## config.mk

```make
export PLATFORM = sky130hd
export DESIGN_NAME = mux2_out_fifo
export DESIGN_NICKNAME = d
export VERILOG_FILES = /design/src/rtl/mux2_out_fifo_pkg.sv /design/src/rtl/mux2_fifo_mem.sv /design/src/rtl/mux2_out_fifo.sv
export SDC_FILE = /design/constraint.sdc
export NUM_CORES = 1
export LEC_CHECK = 0
export CORE_MARGIN = 2
export CORE_UTILIZATION = 50
export CTS_CLUSTER_DIAMETER = 100
export DETAILED_ROUTE_END_ITERATION = 12
export PLACE_DENSITY = 0.69
export SLEW_MARGIN = 5
export SYNTH_ARGS = -nofsm -noshare
export SYNTH_HDL_FRONTEND = slang
export SYNTH_SLANG_ARGS = --single-unit
```

## constraint.sdc

```tcl
create_clock -name clk -period 2.74 [get_ports clk]
set_clock_uncertainty 0.1 [all_clocks]
set_input_delay 0.548 -clock clk [delete_from_list [all_inputs] [get_ports clk]]
set_output_delay 0.548 -clock clk [all_outputs]
set_load 0.005 [all_outputs]
```

## src/rtl/mux2_out_fifo_pkg.sv

```systemverilog
// mux2_out_fifo_pkg: shared defaults and sizing helper for the mux capture path
//   DATA_W_DEF : default mux word width
//   DEPTH_DEF  : default FIFO depth
//   clog2()    : ceiling log2 usable in parameter expressions
package mux2_out_fifo_pkg;
  localparam int DATA_W_DEF = 4;
  localparam int DEPTH_DEF = 8;
  function automatic int clog2(input int v);
    int r;
    r = 0;
    while ((1 << r) < v) r++;
    return r;
  endfunction
endpackage

```

## src/rtl/mux2_fifo_mem.sv

```systemverilog
// mux2_fifo_mem: DEPTH x W register file, one write port, one async read port
//   clk     : write clock
//   we_i    : write enable
//   waddr_i : write address
//   wdata_i : write data
//   raddr_i : read address
//   rdata_o : combinational read of mem[raddr_i]
module mux2_fifo_mem #(
  parameter int W = 5,
  parameter int DEPTH = 8,
  parameter int AW = 3
) (
  input  logic          clk,
  input  logic          we_i,
  input  logic [AW-1:0] waddr_i,
  input  logic [W-1:0]  wdata_i,
  input  logic [AW-1:0] raddr_i,
  output logic [W-1:0]  rdata_o
);
  logic [W-1:0] mem_q [DEPTH];
  always_ff @(posedge clk)
    if (we_i) mem_q[waddr_i] <= wdata_i;
  assign rdata_o = mem_q[raddr_i];
endmodule

```

## src/rtl/mux2_out_fifo.sv

```systemverilog
// mux2_out_fifo: FIFO capture of tagged mux words with valid/ready drain and sticky overflow
//   clk, rst                     : clock, synchronous active-high reset
//   in_valid_i/in_data_i/in_sel_i: mux word offered each cycle with its select tag
//   in_ready_o                   : space available (not full)
//   out_valid_o/out_data_o/out_sel_o : head entry, zeroed when empty
//   out_ready_i                  : consumer takes head
//   count_o, full_o, empty_o     : occupancy status
//   overflow_o, clear_ovf_i      : sticky dropped-word flag and its clear
module mux2_out_fifo
  import mux2_out_fifo_pkg::*;
#(
  parameter int DATA_W = DATA_W_DEF,
  parameter int DEPTH = DEPTH_DEF,
  localparam int AW = clog2(DEPTH),
  localparam int CNT_W = AW + 1
) (
  input  logic              clk,
  input  logic              rst,
  input  logic              in_valid_i,
  input  logic [DATA_W-1:0] in_data_i,
  input  logic              in_sel_i,
  output logic              in_ready_o,
  output logic              out_valid_o,
  output logic [DATA_W-1:0] out_data_o,
  output logic              out_sel_o,
  input  logic              out_ready_i,
  output logic [CNT_W-1:0]  count_o,
  output logic              full_o,
  output logic              empty_o,
  output logic              overflow_o,
  input  logic              clear_ovf_i
);
  logic [AW:0] wr_q, wr_d, rd_q, rd_d;
  logic [CNT_W-1:0] count_q, count_d;
  logic ovf_q, ovf_d;
  logic push, pop;
  logic [DATA_W:0] head;
  assign empty_o = wr_q == rd_q;
  assign full_o = (wr_q[AW] != rd_q[AW]) && (wr_q[AW-1:0] == rd_q[AW-1:0]);
  // full gates push regardless of a same-cycle pop, so a slot never opens early
  assign push = in_valid_i & ~full_o;
  assign pop = ~empty_o & out_ready_i;
  always_comb begin
    wr_d = wr_q + (AW+1)'(push);
    rd_d = rd_q + (AW+1)'(pop);
    count_d = count_q + CNT_W'(push) - CNT_W'(pop);
    // a new drop outranks clear so no event is lost
    ovf_d = (in_valid_i & full_o) | (ovf_q & ~clear_ovf_i);
  end
  always_ff @(posedge clk) begin
    if (rst) begin
      wr_q <= '0;
      rd_q <= '0;
      count_q <= '0;
      ovf_q <= 1'b0;
    end else begin
      wr_q <= wr_d;
      rd_q <= rd_d;
      count_q <= count_d;
      ovf_q <= ovf_d;
    end
  end
  mux2_fifo_mem #(.W(DATA_W + 1), .DEPTH(DEPTH), .AW(AW)) u_mem (
    .clk(clk),
    .we_i(push & ~rst),
    .waddr_i(wr_q[AW-1:0]),
    .wdata_i({in_sel_i, in_data_i}),
    .raddr_i(rd_q[AW-1:0]),
    .rdata_o(head)
  );
  assign in_ready_o = ~full_o;
  assign out_valid_o = ~empty_o;
  assign out_data_o = empty_o ? '0 : head[DATA_W-1:0];
  assign out_sel_o = empty_o ? 1'b0 : head[DATA_W];
  assign count_o = count_q;
  assign overflow_o = ovf_q;
endmodule

```

==> results of run 1 <==
-- cell families after synthesis --
| group | count (synthesis) | synth area share [%] |
|---|---|---|
| simple gates | 43 | 12.3 |
| xor+xnor | 10 | 4.31 |
| fa+ha+maj | 9 | 5.04 |
| compound gates | 15 | 4.73 |
| mux | 20 | 8.40 |
| flops | 53 | 61.3 |
| buf+inv | 16 | 3.83 |
-- cells in the mapped netlist, drive strengths merged (2+ instances only) --
cell type  instances
and4bb             2
xor2               5
and2               3
buf                6
nand2b             2
and3b              2
nor2               8
nand2              3
mux2i             20
and4b              2
ha                 8
nor2b              6
xnor2              5
a22oi             10
nand3              2
inv                8
nor3b              3
edfxtp            40
clkbuf             2
and3               5
dfxtp             13
-- report_power, final --
| part | internal [W] | switching (W) |
|---|---|---|
| Sequential | 0.000902 | 0.0000371 |
| Clock | 0.000181 | 0.000235 |
| Combinational | 0.000292 | 0.000220 |
| Total | 0.00138 | 0.000492 |
-- metrics by stage --
stage	utilization, %	power, W	std cells	worst slack, ns
6_report	59.1	0.00187	248	0.0822
4_1_cts	59.1	0.00189	248	0.0675
3_5_place_dp	57.3	0.00148	240	0.269
5_1_grt	59.1	0.00197	248	0.00192
3_3_place_gp	57.3	0.00146	240	0.313
2_1_floorplan	-	0.00126	166	0.438
-- worst max-delay path, stage by stage (launching register included) --
cell and delay, ns:
dfxtp_1 0.43, buf_12 0.22, mux2i_1 0.10, a22oi_1 0.24, and3_1 0.21, clkdlybuf4s50_1 0.51
-- routing by layer --
| layer | track usage (%) | up-vias | wire (um) |
|---|---|---|---|
| met2 | 28.3 | 27 | 2080 |
| met5 | 0 | - | 0 |
| met1 | 19.2 | 666 | 1710 |
| li1 | - | 663 | - |
| met3 | 4.56 | 9 | 157 |
| met4 | 8.44 | 0 | 96 |
-- final cells by class --
type | count | area (um^2) | share of cell area (%)
clock inverter | 1 | 7.51 | 0.273
tap | 54 | 67.6 | 2.45
inverter | 8 | 30.0 | 1.09
sequential | 53 | 1460 | 53.1
multi-input combinational | 97 | 830 | 30.1
clock buffer | 7 | 76.3 | 2.77
timing repair buffer | 28 | 280 | 10.2
-- sequential cells by signal, summed over array words and instances, names as in the netlist --
register / count
rd_q: 4
count_o: 4
u_mem.mem_q: 40
overflow_o: 1
wr_q: 4
-- worst paths after layout --
kind                    from       endpoint  slack (ns)  cells past startpoint
setup reg to reg     wr_q[1]     count_o[2]        0.37                     10
hold reg to reg   overflow_o     overflow_o        0.38                      2
setup / recovery     rd_q[0]  out_data_o[3]        0.08                      5
hold / removal    overflow_o     overflow_o        0.38                      2
==> reports/results.tsv, run 1 <==
stage	metric	value	unit
synth	syn-cell-area	2380	um^2
synth	ys_warn_count	0	
clocking	root_buffer	clkbuf_8	
clocking	hold_buffers	0	
synth	ys_seq_area_share	61.3	%
synth	synth_nets	185	
drt	wl	4050	um
floorplanning	dieArea	5330	um^2
sta	min_period	2.66	ns
power	powerDensity	679	nW/um^2
clocking	htreeDepth	2	
drt	wire_per_inst	16.3	um
synth	syn_avg_cell_area	14.4	um^2
global_routing	grt_pass1_wl	6450	um
finish	diodes	0	
global_routing	first_global_vias	1391	
drt	vias	1365	
drt	drtPass1Iterations	4	
sta	rsz0062_at_grt	no	
clocking	cts_made_buffers	5	
clocking	clock_path_buffers	2	
sta	finalSetupViolations	0	
sta	timing.fmax	0.376	GHz
global_routing	grt_max_degree	22	
finish	drive_gt1_share	9.79	%
finish	synthToLayoutAreaGrowth	15.5	%
sta	tightest_slew	0.474	ns
finish	fillerInstances	355	
floorplanning	die_h	73.0	um
synth	synth_edf_count	40	
synth	synthCells	166	
drt	via_per_inst	5.50	
critical_path	critical_path_arrival	2.01	ns
synth	yosysTopAreaCellShare	50.4	%
synth	synthDistinctLibCells	36	
clocking	cts_tree	yes	
floorplanning	die-width	73.0	um
floorplanning	io_pins	24	
sta	hold_viol_final	0	
placed_design	hpwlAfterDp	2940	um
finish	final_cell_mix	edfxtp_1 (40), clkdlybuf4s50_1 (23), mux2i_1 (20)	
clocking	post-cts-setup-buffers	0	
critical_path	cp-start-kind	flop	
critical_path	cp-end-kind	primary output	
flow_run	maxCapViolCount	0	
finish	final_nets	212	
status	status	completed	
global_routing	grt-ovfl-total	0	
synth	synth_area_leaders	edfxtp_1 (50%), dfxtp_1 (11%), mux2i_1 (8.4%)	
power	max-vdd-ir-drop	0.429	mV
finish	layout_commonest_cell	edfxtp_1	
placed_design	place.gp.congestion	0.783	
floorplanning	rows	25	
synth	yosys.area.top_type	edfxtp_1	
sta	relSlewSlack	68.2	%
sta	hold_ws	0.378	ns
floorplanning	start_util	51.1	%
critical_path	worstSetupPathType	flop to primary output	
sta	period_share	97.0	%
global_routing	antenna_found_initial	0	
clocking	cts_resized	0	
floorplanning	core	4660	um^2
critical_path	crit_fanout	21	
critical_path	cp.required	2.09	ns
finish	stdcell_area	2750	um^2
clocking	clkTransAtPathRegs	0.09	ns
drt	drt_iter0_drc	69	
global_routing	grtUsageTotal	16.7	%
clocking	clock_sinks	53	
placed_design	port_buffers	23	
synth	synthArstFlopShare	0	%
sta	final_max_slew_viol_count	0	
synth	synth_flop_cell	edfxtp_1	
clocking	insertion_delay	0.30	ns
synth	ys_seq_elements	53	
min_path	hold_class	flop to flop	
power	p_leak	0.978	nW
drt	drc_errors	0	
placed_design	placed_cell_area	2670	um^2
drt	ant_nets	0	
sta	tns	0	ns
Note: power is estimated with default switching activity, not from simulation.
==> run 2, diff against run 1 <==
- CTS_BUF_LIST: not set -> sky130_fd_sc_hd__clkbuf_4
==> reports/results.tsv, run 2 (synthesis results as in run 1) <==
stage	metric	value	unit	change
floorplanning	die-width	73.0	um	unchanged
global_routing	antenna_found_initial	0		unchanged
power	power	0.00184	W	-1.5%
critical_path	critical_path_cell_count	5		unchanged
drt	via_per_inst	5.57		+1.3%
placed_design	place.gp.congestion	0.783		unchanged
drt	drt_iter0_drc	69		unchanged
drt	vias	1388		+1.7%
clocking	insertion_delay	0.37	ns	+0.07 ns
floorplanning	rows	25		unchanged
sta	relSlewSlack	68.5	%	+0.27 points
critical_path	cpPeakStageDelay	0.51	ns	about the same
finish	final_cell_mix	edfxtp_1 (40), clkdlybuf4s50_1 (23), mux2i_1 (20)		
critical_path	crit_chain	buf_12, mux2i_1, a22oi_1, and3_1, clkdlybuf4s50_1		
drt	ant_nets	0		unchanged
global_routing	grt_max_degree	22		unchanged
critical_path	r2r_cells	10		unchanged
critical_path	cp-start-kind	flop		
critical_path	worstSetupPathType	flop to primary output		
critical_path	critical_path_arrival	2.03	ns	+0.02 ns
global_routing	grtUsageTotal	16.8	%	+0.18 points
floorplanning	dieArea	5330	um^2	unchanged
finish	fin_cells	249		+0.40%
sta	final_max_slew_viol_count	0		unchanged
power	p_leak	0.987	nW	+0.95%
sta	hold_viol_final	0		unchanged
clocking	clkTransAtPathRegs	0.14	ns	+0.05 ns
finish	diodes	0		unchanged
power	max-vdd-ir-drop	0.409	mV	-4.7%
critical_path	cp.required	2.09	ns	about the same
min_path	hold_path_depth	2		unchanged
sta	finalSetupViolations	0		unchanged
global_routing	first_global_vias	1393		+0.14%
placed_design	port_buffers	23		unchanged
status	status	completed		
clocking	clock_sinks	53		unchanged
floorplanning	start_util	51.1	%	unchanged
sta	tightest_slew	0.470	ns	-0.00406 ns
finish	fillerInstances	347		-2.3%
placed_design	placed_cells	240		unchanged
min_path	hold_class	flop to flop		
critical_path	cp_num_buf_inv	2		unchanged
critical_path	critical-path-top-delay-family	buffers and inverters		
finish	regArea	1470	um^2	+0.60%
sta	min_period	2.68	ns	+0.0185 ns
drt	drtPass1Iterations	4		unchanged
finish	drive_gt1_share	14.9	%	+5.1 points
finish	final_nets	213		+0.47%
clocking	cts_tree	yes		
placed_design	hpwlAfterDp	2940	um	unchanged
finish	layout_commonest_cell	edfxtp_1		
flow_run	maxCapViolCount	0		unchanged
drt	wl	4220	um	+4.2%
finish	multiInputGateArea	840	um^2	+1.2%
critical_path	crit_fanout	11		-48%
finish	largest_reg_flops	40		unchanged
global_routing	grt-ovfl-total	0		unchanged
critical_path	cp-end-kind	primary output		
finish	synthToLayoutAreaGrowth	16.4	%	
clocking	post-cts-setup-buffers	0		unchanged
floorplanning	core	4660	um^2	unchanged
floorplanning	io_pins	24		unchanged
sta	timing.fmax	0.374	GHz	-0.69%
sta	period_share	97.7	%	+0.68 points
floorplanning	die_h	73.0	um	unchanged
clocking	clock_path_buffers	2		unchanged
global_routing	grt_pass1_wl	6500	um	+0.74%
critical_path	reg2reg_slack	0.42	ns	+0.05 ns
drt	wire_per_inst	16.9	um	+3.8%
drt	drc_errors	0		unchanged
clocking	root_buffer	clkbuf_4		
clocking	cts_made_buffers	5		unchanged
finish	regMostFlops	u_mem.mem_q		
critical_path	crit_slowest_cell	clkdlybuf4s50_1		
clocking	hold_buffers	0		unchanged
power	powerDensity	664	nW/um^2	-2.2%
clocking	htreeDepth	2		unchanged
run 2: cell count changes in the layout (fill, tap and decap cells not counted), sizes merged:
cell / previous run / this run
clkbuf: 7 / 8
run 2: routing by layer:
layer,global-route usage (%),wire length [um],vias to the layer above
li1,-,-,670
met1,19.5,1800,681
met2,28.3,2160,29
met3,4.97,170,8
met4,8.44,92,0
met5,0,0,-
run 2: metrics by stage:
step / hold slack, ns / setup TNS (ns) / cell area (um^2) / setup slack (ns) / util, %
3_5_place_dp: 0.370 / 0 / 2670 / 0.269 / 57.3
4_1_cts: 0.392 / 0 / 2730 / 0.00594 / 58.6
2_1_floorplan: 0.367 / 0 / 2380 / 0.438 / -
6_report: 0.385 / 0 / 2770 / 0.0636 / 59.5
3_3_place_gp: 0.364 / 0 / 2670 / 0.313 / 57.3
5_1_grt: 0.425 / -0.255 / 2770 / -0.0625 / 59.5
run 2: cell type report:
| type | count | share of cell area, % |
|---|---|---|
| clock inverters | 1 | 0.271 |
| well taps | 54 | 2.44 |
| inverters | 8 | 1.08 |
| multi-input cells | 97 | 30.3 |
| clock buffers | 7 | 1.90 |
| flip-flops and latches | 53 | 53.0 |
| repair buffers | 29 | 11.0 |
run 2: tightest hold or removal path, stage by stage, from the launching register on:
cell and delay [ns]:
dfxtp_1 0.33, inv_1 0.04, o32ai_1 0.07
run 2: what timing repair did:
item | in CTS | in global routing
endpoints found under the setup margin | 1 | 7
gates cloned | 0 | 1
resized for setup | 1 | 7
run 2: power breakdown:
group          leakage (nW)  internal (W)  switching [W]
clock network        0.0324      0.000121       0.000231
logic                 0.485      0.000312       0.000227
registers             0.470      0.000906      0.0000432
run 2: final timing paths:
check | start | endpoint
worst max register to register | wr_q[0] | count_o[2]
worst max-delay path | rd_q[0] | out_data_o[3]
worst min-delay path | overflow_o | overflow_o
worst min register to register | overflow_o | overflow_o
==> patch: new RTL, settings of run 2 <==
`wr_q` and `rd_q` no longer have a reset.
--- a/src/rtl/mux2_out_fifo.sv
+++ b/src/rtl/mux2_out_fifo.sv
@@ -51,4 +51,2 @@
     if (rst) begin
-      wr_q <= '0;
-      rd_q <= '0;
       count_q <= '0;
@@ -56,4 +54,2 @@
     end else begin
-      wr_q <= wr_d;
-      rd_q <= rd_d;
       count_q <= count_d;
@@ -61,2 +57,7 @@
     end
+  end
+
+  always_ff @(posedge clk) begin
+    wr_q <= wr_d;
+    rd_q <= rd_d;
   end
Formal check against the unedited RTL: not equivalent (a bounded check fails within 4 cycles, from zero or initial values and one cycle with rst high).
==> patch against run 2 <==
Final cell count decreased by 2.0%. Sequential cell count unchanged. Hold slack improved by 4.4 ps. Routed wire length decreased by 1.3%. Die area decreased by 4.1%. Non-clock buffer count increased by 6. Worst setup slack improved by 57 ps. Synthesized area decreased by 4.4%. Critical path depth unchanged. Cell area decreased by 1.2%. Critical endpoint is now out_sel_o. Largest cell class unchanged.
Power is not compared: it rests on default switching activity, and its combinational part moved more than twofold at a synthesized area within 25%.
==> patch: results <==
[outcome]
outcome = "finished clean"

[placement]
gp_congestion = 0.750
postPlaceCellArea_um2 = 2640
pre_cts_slack_ps = 128
placed_cells = 236
dp_hpwl_um = 2970

[layout]
antenna_cells = 0
num-nets-final = 210
layout-drive-gt1-share = 0.198
largest_register_ffs = 40

[global_routing]
grt_pass1_vias = 1324
grt_usage = 0.178
use_met1 = 0.224
grt_max_degree = 21
use_met2 = 0.303
grtUsageMet3 = 0.0422
grt_pass1_wl_um = 6670

[yosys]
ys_warn_count = 0
netlist_top_cells_area = "edfxtp_1, dfxtp_1, mux2i_1"
synth_nets = 175
syn_avg_cell_area_um2 = 14.6
seq_area_frac_synth = 0.641
synth_edf_count = 40
async_flop_share = 0
synth_common_cells = "edfxtp_1, mux2i_1, dfxtp_1"
synthDistinctLibCells = 32

[detailed_routing]
wl_met2_um = 2170
met1_length_um = 1720
routed_via_density = 5.52
routed.top_layer = "met4"
dr_wl_met3_um = 211
wl_um = 4160
drt_iter0_markers = 61
wl_per_cell_um = 17.1

[setup_path]
crit_arrival_ps = 1970
crit_fanout = 20
crit_slowest_cell = "clkdlybuf4s50_1"

[cts]
ctsResizeCount = 3
numCtsBuffers = 5

[job]
cap_violations = 0

[sta]
relSlewSlack = 0.698
==> patch: logic make-up (layout without fill, tap and decap cells) <==
group	count (synthesis)	count (layout)	share of synthesized area
xor+xnor	10	10	0.0384
mux	20	20	0.0879
flops	53	53	0.641
buf+inv	16	52	0.0313
simple gates	32	32	0.0945
compound gates	16	16	0.0538
fa+ha+maj	9	9	0.0527
==> patch: final timing paths <==
check / startpoint / end / slack [ps] / cells past startpoint
setup / recovery: rd_q[0]$_DFF_P_ / out_sel_o / 120 / 5
hold / removal: rd_q[3]$_DFF_P_ / rd_q[3]$_DFF_P_ / 390 / 1
setup reg to reg: rd_q[1]$_DFF_P_ / count_o[2]$_SDFF_PP0_ / 390 / 10
hold reg to reg: rd_q[3]$_DFF_P_ / rd_q[3]$_DFF_P_ / 390 / 1
==> patch: cell type report <==
class | instances | area (µm²)
inverters | 9 | 33.8
clock buffers | 8 | 60.1
flip-flops and latches | 53 | 1470
repair buffers | 35 | 333
well taps | 52 | 65.1
fillers | 341 | 1650
multi-input cells | 87 | 773
